==> src/rtl/dc_accel_fifo_if.sv <==
// dc_accel_fifo_if: router/accelerator put-get bundle (master = router and accelerator side, slave = FIFO)
interface dc_accel_fifo_if #(
  parameter int WIDTH  = 32,
  parameter int ADDR_W = 4
);
  logic              put_req;
  logic [WIDTH-1:0]  data_in;
  logic              get_req;
  logic              err_clr;
  logic [WIDTH-1:0]  data_out;
  logic              data_valid;
  logic              full;
  logic              empty;
  logic [ADDR_W:0]   count;
  logic              overflow;
  logic              underflow;
  modport master (
    output put_req, data_in, get_req, err_clr,
    input  data_out, data_valid, full, empty, count, overflow, underflow
  );
  modport slave (
    input  put_req, data_in, get_req, err_clr,
    output data_out, data_valid, full, empty, count, overflow, underflow
  );
endinterface

==> src/rtl/dc_accel_fifo.sv <==
// dc_accel_fifo: registered put/get receive FIFO with sticky overflow/underflow flags
// Ports: clk, reset (async, active-low), bus (slave modport): put_req/data_in/get_req/err_clr in;
// data_out/data_valid/full/empty/count/overflow/underflow out, all registered.
module dc_accel_fifo #(
  parameter int WIDTH  = 32,
  parameter int DEPTH  = 16,
  parameter int ADDR_W = 4
) (
  input logic            clk,
  input logic            reset,
  dc_accel_fifo_if.slave bus
);
  logic [WIDTH-1:0]  mem [DEPTH];
  logic [ADDR_W-1:0] wr_ptr, rd_ptr;
  logic              put_acc, get_acc;
  logic [ADDR_W:0]   count_nxt;
  assign put_acc   = bus.put_req & ~bus.full;
  assign get_acc   = bus.get_req & ~bus.empty;
  assign count_nxt = bus.count + (ADDR_W+1)'(put_acc) - (ADDR_W+1)'(get_acc);
  always_ff @(posedge clk) begin
    if (put_acc) mem[wr_ptr] <= bus.data_in;
  end
  always_ff @(posedge clk or negedge reset) begin
    if (!reset) begin
      wr_ptr         <= '0;
      rd_ptr         <= '0;
      bus.count      <= '0;
      bus.empty      <= 1'b1;
      bus.full       <= 1'b0;
      bus.data_valid <= 1'b0;
      bus.data_out   <= '0;
      bus.overflow   <= 1'b0;
      bus.underflow  <= 1'b0;
    end else begin
      wr_ptr         <= put_acc ? wr_ptr + 1'b1 : wr_ptr;
      rd_ptr         <= get_acc ? rd_ptr + 1'b1 : rd_ptr;
      bus.count      <= count_nxt;
      bus.empty      <= count_nxt == '0;
      bus.full       <= count_nxt == (ADDR_W+1)'(DEPTH);
      bus.data_valid <= get_acc;
      bus.data_out   <= get_acc ? mem[rd_ptr] : bus.data_out;
      bus.overflow   <= (bus.put_req & bus.full) | (bus.overflow & ~bus.err_clr);
      bus.underflow  <= (bus.get_req & bus.empty) | (bus.underflow & ~bus.err_clr);
    end
  end
endmodule

==> src/flat_wrapper.sv <==
// flat-port wrapper written by rule: the top's interface ports become plain ports
module dc_accel_fifo_flat 
#(
  parameter int WIDTH  = 32,
  parameter int DEPTH  = 16,
  parameter int ADDR_W = 4
)
  (clk, reset, bus_put_req, bus_data_in, bus_get_req, bus_err_clr, bus_data_out, bus_data_valid, bus_full, bus_empty, bus_count, bus_overflow, bus_underflow);
  dc_accel_fifo_if #(.WIDTH(WIDTH), .ADDR_W(ADDR_W)) bus_i ();
  input logic clk;
  input logic reset;
  input wire logic [$bits(bus_i.put_req)-1:0] bus_put_req;
  input wire logic [$bits(bus_i.data_in)-1:0] bus_data_in;
  input wire logic [$bits(bus_i.get_req)-1:0] bus_get_req;
  input wire logic [$bits(bus_i.err_clr)-1:0] bus_err_clr;
  output wire logic [$bits(bus_i.data_out)-1:0] bus_data_out;
  output wire logic [$bits(bus_i.data_valid)-1:0] bus_data_valid;
  output wire logic [$bits(bus_i.full)-1:0] bus_full;
  output wire logic [$bits(bus_i.empty)-1:0] bus_empty;
  output wire logic [$bits(bus_i.count)-1:0] bus_count;
  output wire logic [$bits(bus_i.overflow)-1:0] bus_overflow;
  output wire logic [$bits(bus_i.underflow)-1:0] bus_underflow;
  assign bus_i.put_req = bus_put_req;
  assign bus_i.data_in = bus_data_in;
  assign bus_i.get_req = bus_get_req;
  assign bus_i.err_clr = bus_err_clr;
  assign bus_data_out = bus_i.data_out;
  assign bus_data_valid = bus_i.data_valid;
  assign bus_full = bus_i.full;
  assign bus_empty = bus_i.empty;
  assign bus_count = bus_i.count;
  assign bus_overflow = bus_i.overflow;
  assign bus_underflow = bus_i.underflow;
  dc_accel_fifo #(.WIDTH(WIDTH), .DEPTH(DEPTH), .ADDR_W(ADDR_W)) u_core (.clk(clk), .reset(reset), .bus(bus_i));
endmodule
==> config.mk <==
export PLATFORM = sky130hd
export DESIGN_NAME = dc_accel_fifo_flat
export DESIGN_NICKNAME = d
export VERILOG_FILES = /design/src/rtl/dc_accel_fifo_if.sv /design/src/rtl/dc_accel_fifo.sv /design/src/flat_wrapper.sv
export SDC_FILE = /design/constraint.sdc
export NUM_CORES = 1
export LEC_CHECK = 0
export ABC_CLOCK_PERIOD_IN_PS = 3800
export CAP_MARGIN = 20
export CORE_UTILIZATION = 40
export CTS_CLUSTER_DIAMETER = 40
export CTS_CLUSTER_SIZE = 12
export DETAILED_ROUTE_END_ITERATION = 12
export GPL_TIMING_DRIVEN = 0
export PLACE_DENSITY_LB_ADDON = 0.3
export SLEW_MARGIN = 20
export SYNTH_ARGS = -nofsm -noshare
export SYNTH_HDL_FRONTEND = slang
export SYNTH_SLANG_ARGS = --single-unit
==> constraint.sdc <==
create_clock -name clk -period 3.8 [get_ports clk]
set_clock_uncertainty 0.1 [all_clocks]
set_input_delay 0.57 -clock clk [delete_from_list [all_inputs] [get_ports clk]]
set_output_delay 0.57 -clock clk [all_outputs]
set_load 0.03 [all_outputs]
# After elaboration in Yosys (flattened, before gate mapping)
# Memory sizes are Yosys's and may differ from the RTL's. A register that Yosys moved wholly into a read port is not among the register bits.
# Index checks and enable logic that the tools add are counted.
[classes] addsub=4 eq_ne=1 mux=2 bitwise=11 reduce_logical=2
[op_table] cell="$add A4 B1 Y4 const B" n=2
[op_table] cell="$and A1 B1 Y1" n=6
[op_table] cell="$add A5 B1 Y5" n=1
[op_table] cell="$eq A5 B5 Y1 const B" n=1
[op_table] cell="$logic_not A5 Y1" n=1
[op_table] cell="$sub A5 B1 Y5" n=1
[op_table] cell="$not A1 Y1" n=3
[op_table] cell="$mux W1" n=2
[op_table] cell="$or A1 B1 Y1" n=2
[op_table] cell="$logic_not A1 Y1" n=1
[totals] regBits=18 ram_bits=512 inputBits=37 wordCells=29 memories=1
[mem_list] name="u_core.mem" depth=16 width=32 rd=1 rd_clocked_by_memory_dff=1 wr=1 line="dc_accel_fifo.sv:13" source="logic [WIDTH-1:0] mem [DEPTH];"

# Longest topological paths before layout
# Gate-level depths: netlist (run 1).
[logic_depth] word_depth=5 depth_mapped=12 depth_no_buf=11

# Worst setup path after synthesis (run 1)
# OpenSTA, ideal clock, no wires.
[synth_timing] path_kind="in2reg" from="in bus_put_req" to="mem u_core.mem[3][0] (enable)" arrival_time_ps=3202 required_time_ps=3239 path_slack_ps=37 path_stages=4 cell_sequence="nor2b_1 -> buf_2 -> nand2_1 -> nor3_1"
[synth_via] elab_chain_len=3
[synth_rtl] element="start: declaration" line="flat_wrapper.sv:12" source="input wire logic [$bits(bus_i.put_req)-1:0] bus_put_req;"
[synth_rtl] element="$and A1 B1 Y1" line="dc_accel_fifo.sv:17" source="assign put_acc = bus.put_req & ~bus.full;"
[synth_rtl] element="net u_core.put_acc" line="dc_accel_fifo.sv:15" source="logic put_acc, get_acc;"
[synth_rtl] element="$mux W1" line="dc_accel_fifo.sv:21" source="if (put_acc) mem[wr_ptr] <= bus.data_in;"
[synth_rtl] element="$mux W1 (implied by the code)" line="dc_accel_fifo.sv:21"
[synth_rtl] element="end: declaration" line="dc_accel_fifo.sv:13"
# The timed path passes the listed nets, and every way through them passes these cells.

# Worst setup path in the final report (run 1)
[layout_timing] from="reg u_core.bus.empty" to="reg u_core.bus.full"
[layout_via] elab_chain_len=4
[layout_rtl] element="start: declaration" line="dc_accel_fifo_if.sv:23" source="output data_out, data_valid, full, empty, count, overflow, underflow"
[layout_rtl] element="start signal: assignment" line="dc_accel_fifo.sv:28" source="bus.empty <= 1'b1;"
[layout_rtl] element="start signal: assignment" line="dc_accel_fifo.sv:38" source="bus.empty <= count_nxt == '0;"
[layout_rtl] element="$not A1 Y1" line="dc_accel_fifo.sv:18" source="assign get_acc = bus.get_req & ~bus.empty;"
[layout_rtl] element="$and A1 B1 Y1" line="dc_accel_fifo.sv:18"
[layout_rtl] element="net u_core.get_acc" line="dc_accel_fifo.sv:15"
[layout_rtl] element="$sub A5 B1 Y5" line="dc_accel_fifo.sv:19" source="assign count_nxt = bus.count + (ADDR_W+1)'(put_acc) - (ADDR_W+1)'(get_acc);"
[layout_rtl] element="$eq A5 B5 Y1" line="dc_accel_fifo.sv:39" source="bus.full <= count_nxt == (ADDR_W+1)'(DEPTH);"
[layout_rtl] element="end signal: assignment" line="dc_accel_fifo.sv:39"
[layout_rtl] element="end: declaration" line="dc_accel_fifo_if.sv:23"
# The timed path passes the listed nets, and every way through them passes these cells.
# A chain may end at the register's enable or synchronous reset.

==> key figures, run 1 <==
Synth
  • Count leader, synth: edfxtp_1
  • Synth top area share: 0.704
  • Synth Warn #: 0
  • Syn Inst Count: 1264
  • Cells taking the most area after synthesis: edfxtp_1, mux2i_1, dfrtp_1
  • Syn nets: 1312
  • Async SR Flop Fraction: 0.0890
  • Number of synthesized flops with an enable pin: 512
  • Leading area contributor after synthesis: edfxtp_1
  • Sequential share of the synthesized area: 0.761
  • Cell Area, Synth: 21900 um2
  • Synthesized flop and latch total: 562
  • Most frequent cells after synthesis: edfxtp_1, mux2i_1, nand2_1
  • Yosys cell types: 36
  • Synth Area per Inst: 17.3 um2
  • Top FF cell, synth: edfxtp_1

Critical path
  • Critical Path Max Stage Delay: 0.58 ns
  • Critical path startpoint: u_core.bus.empty$_DFF_PN1_
  • CP Capture Type: flip-flop
  • Worst Setup EP: u_core.bus.full$_DFF_PN0_
  • Reg2Reg Setup Slack: 0.79 ns
  • RR Startpoint: u_core.bus.empty$_DFF_PN1_
  • Worst-path fanout max: 9
  • Reg2Reg Depth: 12
  • R2r endpoint: u_core.bus.full$_DFF_PN0_
  • CP Launch Type: flip-flop
  • Crit path DAT: 3.40 ns
  • Setup Crit Path Kind: reg2reg
  • Critical-path cell list: nand2b_1 > buf_2 > inv_2 > ha_1 > inv_1 > ha_1 > inv_1 > fa_1 > nor2b_1 > o21ai_1 > and3_1 > nor4_1
  • Critical Path RT: 4.19 ns
  • Slowest cell on crit path: dfstp_2

Power and ir drop
  • Int Pwr: 14.1 mW
  • Clock network fraction of design power: 0.315
  • Leakage power: 9.36 nW
  • Part of the power in registers: 0.374
  • Max VDD drop: 365 uV
  • Combinational share of power: 0.312
  • Switching share of power: 0.335
  • Switching power: 7.12 mW
  • Pwr dens: 797 nW/um2

Global route
  • Vias in the first global route: 12091
  • Largest net degree at the start of global routing: 34
  • Antenna violations before repair: 1
  • GRT Total Usage: 0.195
  • First-pass GRT wire length: 78.6 mm
  • Gr ovfl total: 0

Timing
  • Max transition margin: 0.297
  • Slew @ Worst Pin: 1.06 ns
  • Total Negative Setup Slacks: 0 ns
  • Unrepaired setup endpoints after global routing: false
  • Final Critical Period: 3.01 ns
  • Final hold vios: 0
  • Highest Clock Rate: 332 MHz
  • Final WS setup: 0.789 ns
  • Final setup fails: 0
  • Fin Hold WS: 0.323 ns
  • Slew Viols, Final: 0
  • Fin crit share: 0.792

Final layout
  • Nets: 1505
  • FF+latch area: 16600 um2
  • Area of the multi-input gates: 4780 um2
  • Final instance area: 26600 um2
  • Post-route core utilization: 0.494
  • Fillers: 4425
  • Area delta synth->final: 21.9%
  • Share of cells above drive strength 1: 0.151

Clocking
  • CTS Buf Count: 73
  • Clock sinks: 562
  • H-tree depth: 3
  • Worst-skew pair later-pin latency: 0.60 ns
  • Post-CTS Resized: 0
  • CTS tree: yes
  • Clock Tree Buf Depth: 3
  • Clock slew at the register clock pins of the worst setup and hold paths: 0.06 ns
  • CTS Root Cell: clkbuf_16
  • Setup Fix Bufs, Post-CTS: 0

Floorplan
  • Core Area: 53900 um2
  • Die Y: 236 um
  • Die footprint: 55600 um2
  • Number of top-level pins: 79
  • Die width: 236 um
  • Rows: 85
  • Initial Utilization: 0.405

Route
  • Drt first pass iters: 5
  • DR vias/cell: 5.31
  • Initial DRC count: 1035
  • Post-route ant nets: 0
  • Post-Route WL: 53.2 mm
  • DRC: 0
  • Avg WL per Cell: 24.1 um
  • Routed vias: 11754

Hold path
  • Worst min-delay path class: in2async

Place
  • GP Congestion: 0.753
  • Post-DP HPWL: 35.3 mm
  • Placed Area: 24200 um2
  • Worst slack, placed: 0.239 ns
  • IO Port Bufs: 78

Run status
  • Outcome: complete, no violations

Job
  • Max cap viols: 0
registers in the layout, summed over array words and instances (netlist names):
signal                 flops
u_core.mem               512
u_core.bus.data_out       32
u_core.bus.count           5
u_core.rd_ptr              4
u_core.wr_ptr              4
u_core.bus.data_valid      1
u_core.bus.empty           1
u_core.bus.full            1
u_core.bus.overflow        1
u_core.bus.underflow       1
worst min path at each step:
stage	end	depth (start not counted)	startpoint	slack [ns]
floorplan	u_core.bus.count[0]$_DFF_PN0_	0	reset	0.17
global placement	u_core.bus.data_out[17]$_DFFE_PN0P_	2	u_core.bus.data_out[17]$_DFFE_PN0P_	0.37
detailed placement	u_core.bus.data_out[7]$_DFFE_PN0P_	2	u_core.bus.data_out[7]$_DFFE_PN0P_	0.37
CTS	u_core.bus.data_out[21]$_DFFE_PN0P_	2	reset	0.31
global route	u_core.bus.data_out[21]$_DFFE_PN0P_	2	reset	0.34
finish	u_core.bus.data_out[21]$_DFFE_PN0P_	2	reset	0.32
critical path, delay by kind of cell, from the launching register on:
family                     cells  cell delay [ns]
adders and majority gates      3             0.87
AOI/OAI and AO/OA              1             0.11
buffers and inverters          4             0.52
and+or+nand+nor                4             0.72
DFF                            1             0.58
metrics by stage:
step	total power, mW	instances
6_report	21.2	2213
5_1_grt	22.1	2213
4_1_cts	21.4	2212
3_5_place_dp	14.7	2077
3_3_place_gp	14.4	2038
2_1_floorplan	12.1	1264
timing repair:
action	4_1_cts	5_1_grt
hold endpoints to repair	17	0
hold buffers	1	0
setup endpoints to repair	0	0
cell usage in the layout (no fill, tap or decap), types with 9 or more instances in the layout:
cell / Yosys / routed
a21oi_1: 12 / 12
nand4_1: 23 / 23
buf_16: 0 / 12
edfxtp_1: 512 / 512
dfrtp_1: 49 / 49
inv_1: 13 / 13
mux2i_1: 256 / 256
a22oi_1: 96 / 96
nand3_1: 75 / 75
nor2_4: 1 / 13
buf_8: 7 / 9
nand2_1: 98 / 98
ha_1: 10 / 10
buf_4: 8 / 26
clkdlybuf4s50_1: 0 / 77
inv_6: 0 / 11
buf_6: 13 / 16
clkbuf_1: 12 / 30
clkbuf_16: 0 / 74
buf_2: 25 / 25
cell families after synthesis:
kind of cell | synth area share
DFF | 0.761
muxes | 0.117
and+or+nand+nor | 0.0488
AOI/OAI and AO/OA | 0.0373
buffers and inverters | 0.0255
adders and majority gates | 0.00664
xor gates and xnor gates | 0.00361
routing by layer:
layer  share of wire  track usage  routed length [um]
met5               0            0                   0
met4           0.021       0.0677                1100
met3           0.047       0.0297                2510
met2            0.50        0.334               26900
met1            0.43        0.252               22700
area by class of cell:
class,instances,share of cell area
Inverter,14,0.00197
Sequential cell,562,0.624
Antenna cell,1,0.0000939
Buffer,68,0.0189
Multi-Input combinational cell,620,0.179
Clock buffer,98,0.0751
Timing Repair Buffer,118,0.0529
Clock inverter,36,0.0148
Tap cell,696,0.0327
power groups by stage:
| stage | clock (mW) | combinational, mW | sequential [mW] |
|---|---|---|---|
| after floorplan | 0 | 3.68 | 8.41 |
| after global placement | 0 | 6.28 | 8.11 |
| after detailed placement | 0 | 6.66 | 8.06 |
| after CTS | 6.78 | 6.68 | 7.94 |
| after global routing | 7.03 | 7.06 | 8.00 |
| final | 6.68 | 6.62 | 7.93 |
Power figures use the tool's default switching activity.
==> run 2, diff against run 1 <==
Settings changed: ABC_CLOCK_PERIOD_IN_PS 3800 to 3000.
Clock period 3.8 ns to 3 ns, I/O delays scaled along.
==> key figures, run 2 (synthesis results as in run 1) <==
Floorplan
  • Number of top-level pins: 79
  • Initial Utilization: 0.405
  • Core Area: 53900 um2
  • Die footprint: 55600 um2
  • Die width: 236 um
  • Rows: 85
  • Die Y: 236 um

Timing
  • Final WS setup: 0.123 ns
  • Slew @ Worst Pin: 1.12 ns
  • Highest Clock Rate: 348 MHz
  • Fin crit share: 0.959
  • Final Critical Period: 2.88 ns
  • Slew Viols, Final: 0
  • Final setup fails: 0
  • Final hold vios: 0
  • Max transition margin: 0.255

Route
  • Post-route ant nets: 0
  • Post-Route WL: 53.5 mm
  • DR vias/cell: 5.30
  • DRC: 0
  • Routed vias: 11697
  • Avg WL per Cell: 24.2 um
  • Initial DRC count: 982
  • Drt first pass iters: 5

Place
  • Post-DP HPWL: 34.1 mm
  • Worst slack, placed: -0.443 ns
  • Placed Area: 24200 um2
  • GP Congestion: 0.768
  • IO Port Bufs: 78
  • Placed cells: 2066

Critical path
  • Critical-path cell list: nand2b_1 > buf_6 > inv_2 > ha_1 > inv_1 > ha_1 > inv_1 > fa_1 > inv_1 > or3_1 > nor4_1
  • CP Capture Type: flip-flop
  • Slowest cell on crit path: dfstp_2
  • CP most frequent cell: inv_1
  • Critical Path Max Stage Delay: 0.57 ns
  • CP Launch Type: flip-flop
  • R2r endpoint: u_core.bus.empty$_DFF_PN1_
  • Worst-path fanout max: 7
  • Reg2Reg Depth: 11
  • RR Startpoint: u_core.bus.empty$_DFF_PN1_
  • WP buf/inv: 5
  • Crit path DAT: 3.27 ns
  • Critical Path RT: 3.39 ns
  • Reg2Reg Setup Slack: 0.12 ns
  • Cell family with most CP delay: adder cells
  • Setup Crit Path Kind: reg2reg

Global route
  • First-pass GRT wire length: 78.2 mm
  • Antenna violations before repair: 2
  • Gr ovfl total: 0
  • GRT Total Usage: 0.195
  • Vias in the first global route: 11855
  • Largest net degree at the start of global routing: 33

Power and ir drop
  • Max VDD drop: 491 uV
  • Leakage power: 9.35 nW
  • Switching power: 9.15 mW
  • Combinational share of power: 0.313
  • Part of the power in registers: 0.370
  • Switching share of power: 0.337
  • Int Pwr: 18.0 mW
  • Pwr dens: 1020 nW/um2
  • Clock network fraction of design power: 0.317

Final layout
  • Area of the multi-input gates: 4810 um2
  • Fillers: 4435
  • Leading cell type in the layout, fill and taps excluded: edfxtp_1
  • Top reg by flops: u_core.mem
  • Most frequent cells in the layout: edfxtp_1, mux2i_1, nand2_1
  • Final instance area: 26700 um2
  • Final Non-Filler Cells: 2208
  • Number of flip-flops in the largest register: 512
  • Share of cells above drive strength 1: 0.152
  • Nets: 1498
  • Largest registers: u_core.mem: 512 flops, u_core.bus.data_out: 32 flops, u_core.bus.count: 5 flops
  • Area delta synth->final: 22.1%
  • FF+latch area: 16600 um2

Clocking
  • Clock Tree Buf Depth: 3
  • CTS tree: yes
  • Worst-skew pair later-pin latency: 0.61 ns
  • H-tree depth: 3
  • CTS Root Cell: clkbuf_16
  • CTS Buf Count: 74
  • Clock sinks: 562
  • Clock slew at the register clock pins of the worst setup and hold paths: 0.05 ns

Job
  • Max cap viols: 0

Hold path
  • Worst min-delay path class: in2async

Run status
  • Outcome: complete, no violations
==> run 2: cell types whose count changed in the layout (fill, tap and decap cells not counted), sizes merged <==
cell      previous run  this run
buf                 93        85
bufinv               4         5
clkbuf             113       105
clkinv              16        24
clkinvlp             4         8
inv                 26        24
==> run 2: worst max path at each step <==
stage / start / to / slack [ns] / cells after the start
2_1_floorplan: u_core.bus.full$_DFF_PN0_ / u_core.mem[15][0]$_DFFE_PP_ / 0.15 / 4
3_3_place_gp: bus_put_req / u_core.mem[11][1]$_DFFE_PP_ / -2.14 / 5
3_5_place_dp: bus_get_req / u_core.bus.empty$_DFF_PN1_ / -0.44 / 12
4_1_cts: u_core.bus.empty$_DFF_PN1_ / u_core.bus.empty$_DFF_PN1_ / 0.07 / 11
5_1_grt: u_core.bus.empty$_DFF_PN1_ / u_core.bus.full$_DFF_PN0_ / -0.01 / 12
6_report: u_core.bus.empty$_DFF_PN1_ / u_core.bus.empty$_DFF_PN1_ / 0.12 / 11
==> run 2: routing by layer <==
layer  part of all wire  track usage  routed length, um
met1               0.42        0.252              22200
met2               0.49        0.324              26300
met3              0.066       0.0403               3550
met4              0.026       0.0717               1380
met5            0.00024            0                 13
==> run 2: what timing repair did <==
action | CTS | global route
hold endpoints to repair | 47 | 0
resized for setup | 1 | 2
setup endpoints to repair | 2 | 1
hold buffers | 1 | 0
setup buffers | 0 | 3
==> run 2: power by group through the flow <==
stage | Sequential [mW] | Combinational, mW | Clock (mW)
after global placement | 10.2 | 7.99 | 0
after detailed placement | 10.2 | 8.48 | 0
final | 10.0 | 8.50 | 8.60
after floorplan | 10.6 | 4.68 | 0
after CTS | 10.0 | 8.50 | 8.73
after global routing | 10.1 | 9.03 | 9.09
==> run 2: area by class of cell <==
cell class / instances / share of cell area
Sequential cell: 562 / 0.623
Multi-Input combinational cell: 620 / 0.180
Clock buffer: 90 / 0.0744
Timing Repair Buffer: 110 / 0.0509
Tap cell: 696 / 0.0326
Buffer: 68 / 0.0191
Clock inverter: 47 / 0.0174
Inverter: 14 / 0.00197
Antenna cell: 1 / 0.0000938
==> run 2: worst reg2reg max path: cells and delay by family, from the launching register on <==
family,cells,cell delay (ns)
DFF,1,0.57
adders and majority gates,3,0.92
buffers and inverters,5,0.39
and+or+nand+nor,3,0.79
==> run 2: per-stage QoR <==
| stage | hold WS, ns | power, mW | util | TNS, ns |
|---|---|---|---|---|
| after floorplan | 0.0544 | 15.3 | - | 0 |
| after global placement | 0.370 | 18.2 | 0.436 | -1017.22 |
| after detailed placement | 0.280 | 18.7 | 0.449 | -1.11 |
| after CTS | 0.186 | 27.3 | 0.494 | 0 |
| after global routing | 0.209 | 28.2 | 0.495 | -0.0127 |
| final | 0.196 | 27.1 | 0.495 | 0 |
==> run 3, diff against run 2 <==
Settings changed: ABC_AREA set to 1, REMOVE_ABC_BUFFERS set to 1.
==> key figures, run 3 <==
Synth
  • Syn Inst Count: 1919
  • Most frequent cells after synthesis: nand2_1, edfxtp_1, nand3_1
  • Main combinational cell family by area after synthesis: simple AND/OR/NAND/NOR gates
  • Cells taking the most area after synthesis: edfxtp_1, nand2_1, nand3_1
  • Synth Warn #: 0
  • Top FF cell, synth: edfxtp_1
  • Number of synthesized flops with an enable pin: 512
  • Synth Area per Inst: 11.8 um2
  • Yosys cell types: 24
  • Leading area contributor after synthesis: edfxtp_1
  • Post-Synth XOR/XNOR Area: 0.00387
  • Synth top area share: 0.679
  • Cell Area, Synth: 22700 um2
  • Compound-cell area share of the yosys netlist: 0.00155
  • Post-Synth Simple-Gate Area: 0.219
  • Count leader, synth: nand2_1
  • Post-synthesis mux area share: 0
  • Synthesized flop and latch total: 562
  • Async SR Flop Fraction: 0.0890
  • Sequential share of the synthesized area: 0.734
  • Post-Synth Adder-Cell Area: 0.00641

Job
  • Max cap viols: 0

Timing
  • Highest Clock Rate: 356 MHz
  • Fin Hold WS: 0.229 ns
  • Fin crit share: 0.935
  • Slew @ Worst Pin: 0.730 ns
  • Unrepaired setup endpoints after global routing: false
  • Final setup fails: 0
  • Final hold vios: 0
  • Final WS setup: 0.194 ns
  • Slew Viols, Final: 0
  • Max transition margin: 0.513
  • Total Negative Setup Slacks: 0 ns
  • Final Critical Period: 2.81 ns

Power and ir drop
  • Max VDD drop: 533 uV
  • PnR Total Power: 27.8 mW
  • Pwr dens: 1020 nW/um2
  • Leakage power: 10.2 nW

Place
  • Placed cells: 2677
  • IO Port Bufs: 78
  • GP Congestion: 0.750
  • Worst slack, placed: -0.405 ns
  • Placed Area: 25000 um2
  • Post-DP HPWL: 30.9 mm

Floorplan
  • Initial Utilization: 0.408
  • Die width: 240 um
  • Die Y: 240 um
  • Number of top-level pins: 79
  • Core Area: 55500 um2
  • Die footprint: 57600 um2
  • Rows: 86

Clocking
  • CTS Buf Count: 67
  • Worst-skew pair later-pin latency: 0.58 ns
  • CTS Root Cell: clkbuf_16
  • H-tree depth: 3
  • Clock Tree Buf Depth: 3
  • CTS tree: yes
  • Clock sinks: 562
  • Clock slew at the register clock pins of the worst setup and hold paths: 0.06 ns

Final layout
  • Most frequent cells in the layout: nand2_1, edfxtp_1, nand3_1
  • Top reg by flops: u_core.mem
  • Fillers: 4774
  • Leading cell type in the layout, fill and taps excluded: nand2_1
  • Post-route core utilization: 0.491
  • Final Non-Filler Cells: 2800
  • Final instance area: 27300 um2
  • Nets: 2050
  • Number of flip-flops in the largest register: 512
  • Share of cells above drive strength 1: 0.0867
  • Area delta synth->final: 20.4%
  • Largest registers: u_core.mem: 512 flops, u_core.bus.data_out: 32 flops, u_core.bus.count: 5 flops
  • Number of antenna repair diodes: 0
  • Area of the multi-input gates: 5360 um2
  • FF+latch area: 16600 um2

Critical path
  • Reg2Reg Depth: 12
  • Critical Path RT: 3.40 ns
  • Critical path startpoint: u_core.bus.empty$_DFF_PN1_
  • Worst Setup EP: u_core.bus.full$_DFF_PN0_
  • Reg2Reg Setup Slack: 0.19 ns
  • Crit path DAT: 3.21 ns
  • Worst-path fanout max: 22
  • Setup Crit Path Kind: reg2reg
  • RR Startpoint: u_core.bus.empty$_DFF_PN1_
  • R2r endpoint: u_core.bus.full$_DFF_PN0_
  • CP Capture Type: flip-flop
  • CP Launch Type: flip-flop

Route
  • Initial DRC count: 1415
  • Routed vias: 14445
  • DR vias/cell: 5.16
  • Avg WL per Cell: 20.0 um
  • Drt first pass iters: 7
  • Post-Route WL: 56.0 mm
  • DRC: 0
  • Post-route ant nets: 0

Global route
  • Vias in the first global route: 14162
  • Antenna violations before repair: 3
  • First-pass GRT wire length: 84.5 mm
  • GRT Total Usage: 0.197
  • Largest net degree at the start of global routing: 127
  • Gr ovfl total: 0

Run status
  • Outcome: complete, no violations

Hold path
  • Worst min-delay path class: in2async
[run 3: cell count changes after synthesis, sizes merged, moves of 6 or more]
cell	delta
a21oi	-10
a22oi	-96
buf	+46
inv	+10
mux2i	-256
nand2	+686
nand3	+310
nand4	-21
xnor2	-6
xor2	+7
[run 3: worst min-delay path by stage]
stage,startpoint,to,slack [ns],cells after the start
after CTS,reset,u_core.rd_ptr[0]$_DFFE_PN0P_,0.22,2
after global placement,u_core.bus.data_out[28]$_DFFE_PN0P_,u_core.bus.data_out[28]$_DFFE_PN0P_,0.37,2
after detailed placement,reset,u_core.rd_ptr[0]$_DFFE_PN0P_,0.29,1
after global routing,reset,u_core.rd_ptr[0]$_DFFE_PN0P_,0.27,2
after floorplan,reset,u_core.bus.count[0]$_DFF_PN0_,0.05,0
final,reset,u_core.rd_ptr[0]$_DFFE_PN0P_,0.23,2
[run 3: cell type report]
type,count,share of cell area
sequential,562,0.610
multi-input combinational,1220,0.197
timing repair buffer,126,0.0728
clock buffer,92,0.0702
tap,748,0.0343
clock inverter,27,0.0108
inverter,24,0.00463
timing repair inverter,1,0.000413
[run 3: cells by family (layout without fill, tap and decap cells)]
family                   Yosys count  in the layout
flip-flops                       562            562
XOR/XNOR                          10             10
buffers and inverters            137            270
adder cells (fa/ha/maj)           11             11
AND/OR/NAND/NOR                 1192           1192
AO/OA/AOI/OAI                      7              7
[run 3: power by group]
| group | internal [mW] | leakage, nW | switching, mW |
|---|---|---|---|
| Clock | 4.92 | 1.07 | 3.09 |
| Sequential | 9.61 | 5.23 | 0.633 |
| Combinational | 3.21 | 3.87 | 6.32 |
[run 3: metal layers]
metal	up-vias	wire, um	global-route usage	part of all wire
li1	6811	-	-	-
met1	7097	23600	0.251	0.42
met2	408	28000	0.339	0.50
met3	123	2910	0.0321	0.052
met4	6	1430	0.0720	0.026
met5	-	35	0	0.00063
[run 3: worst max-delay path, stage by stage, from the launching register on]
cell	delay, ns
dfstp_2	0.57
nor2_4	0.05
buf_12	0.15
buf_12	0.18
ha_1	0.28
inv_1	0.05
ha_1	0.16
inv_1	0.06
fa_1	0.43
o21ai_0	0.26
xor2_1	0.27
inv_1	0.06
nor2_1	0.10
[run 3: what timing repair did]
item                       CTS  global route
gates resized for setup      0             2
hold buffers                 1             0
hold endpoints to repair    18             0
gates cloned                 1             1
setup buffers                0             1
setup endpoints to repair    6            15
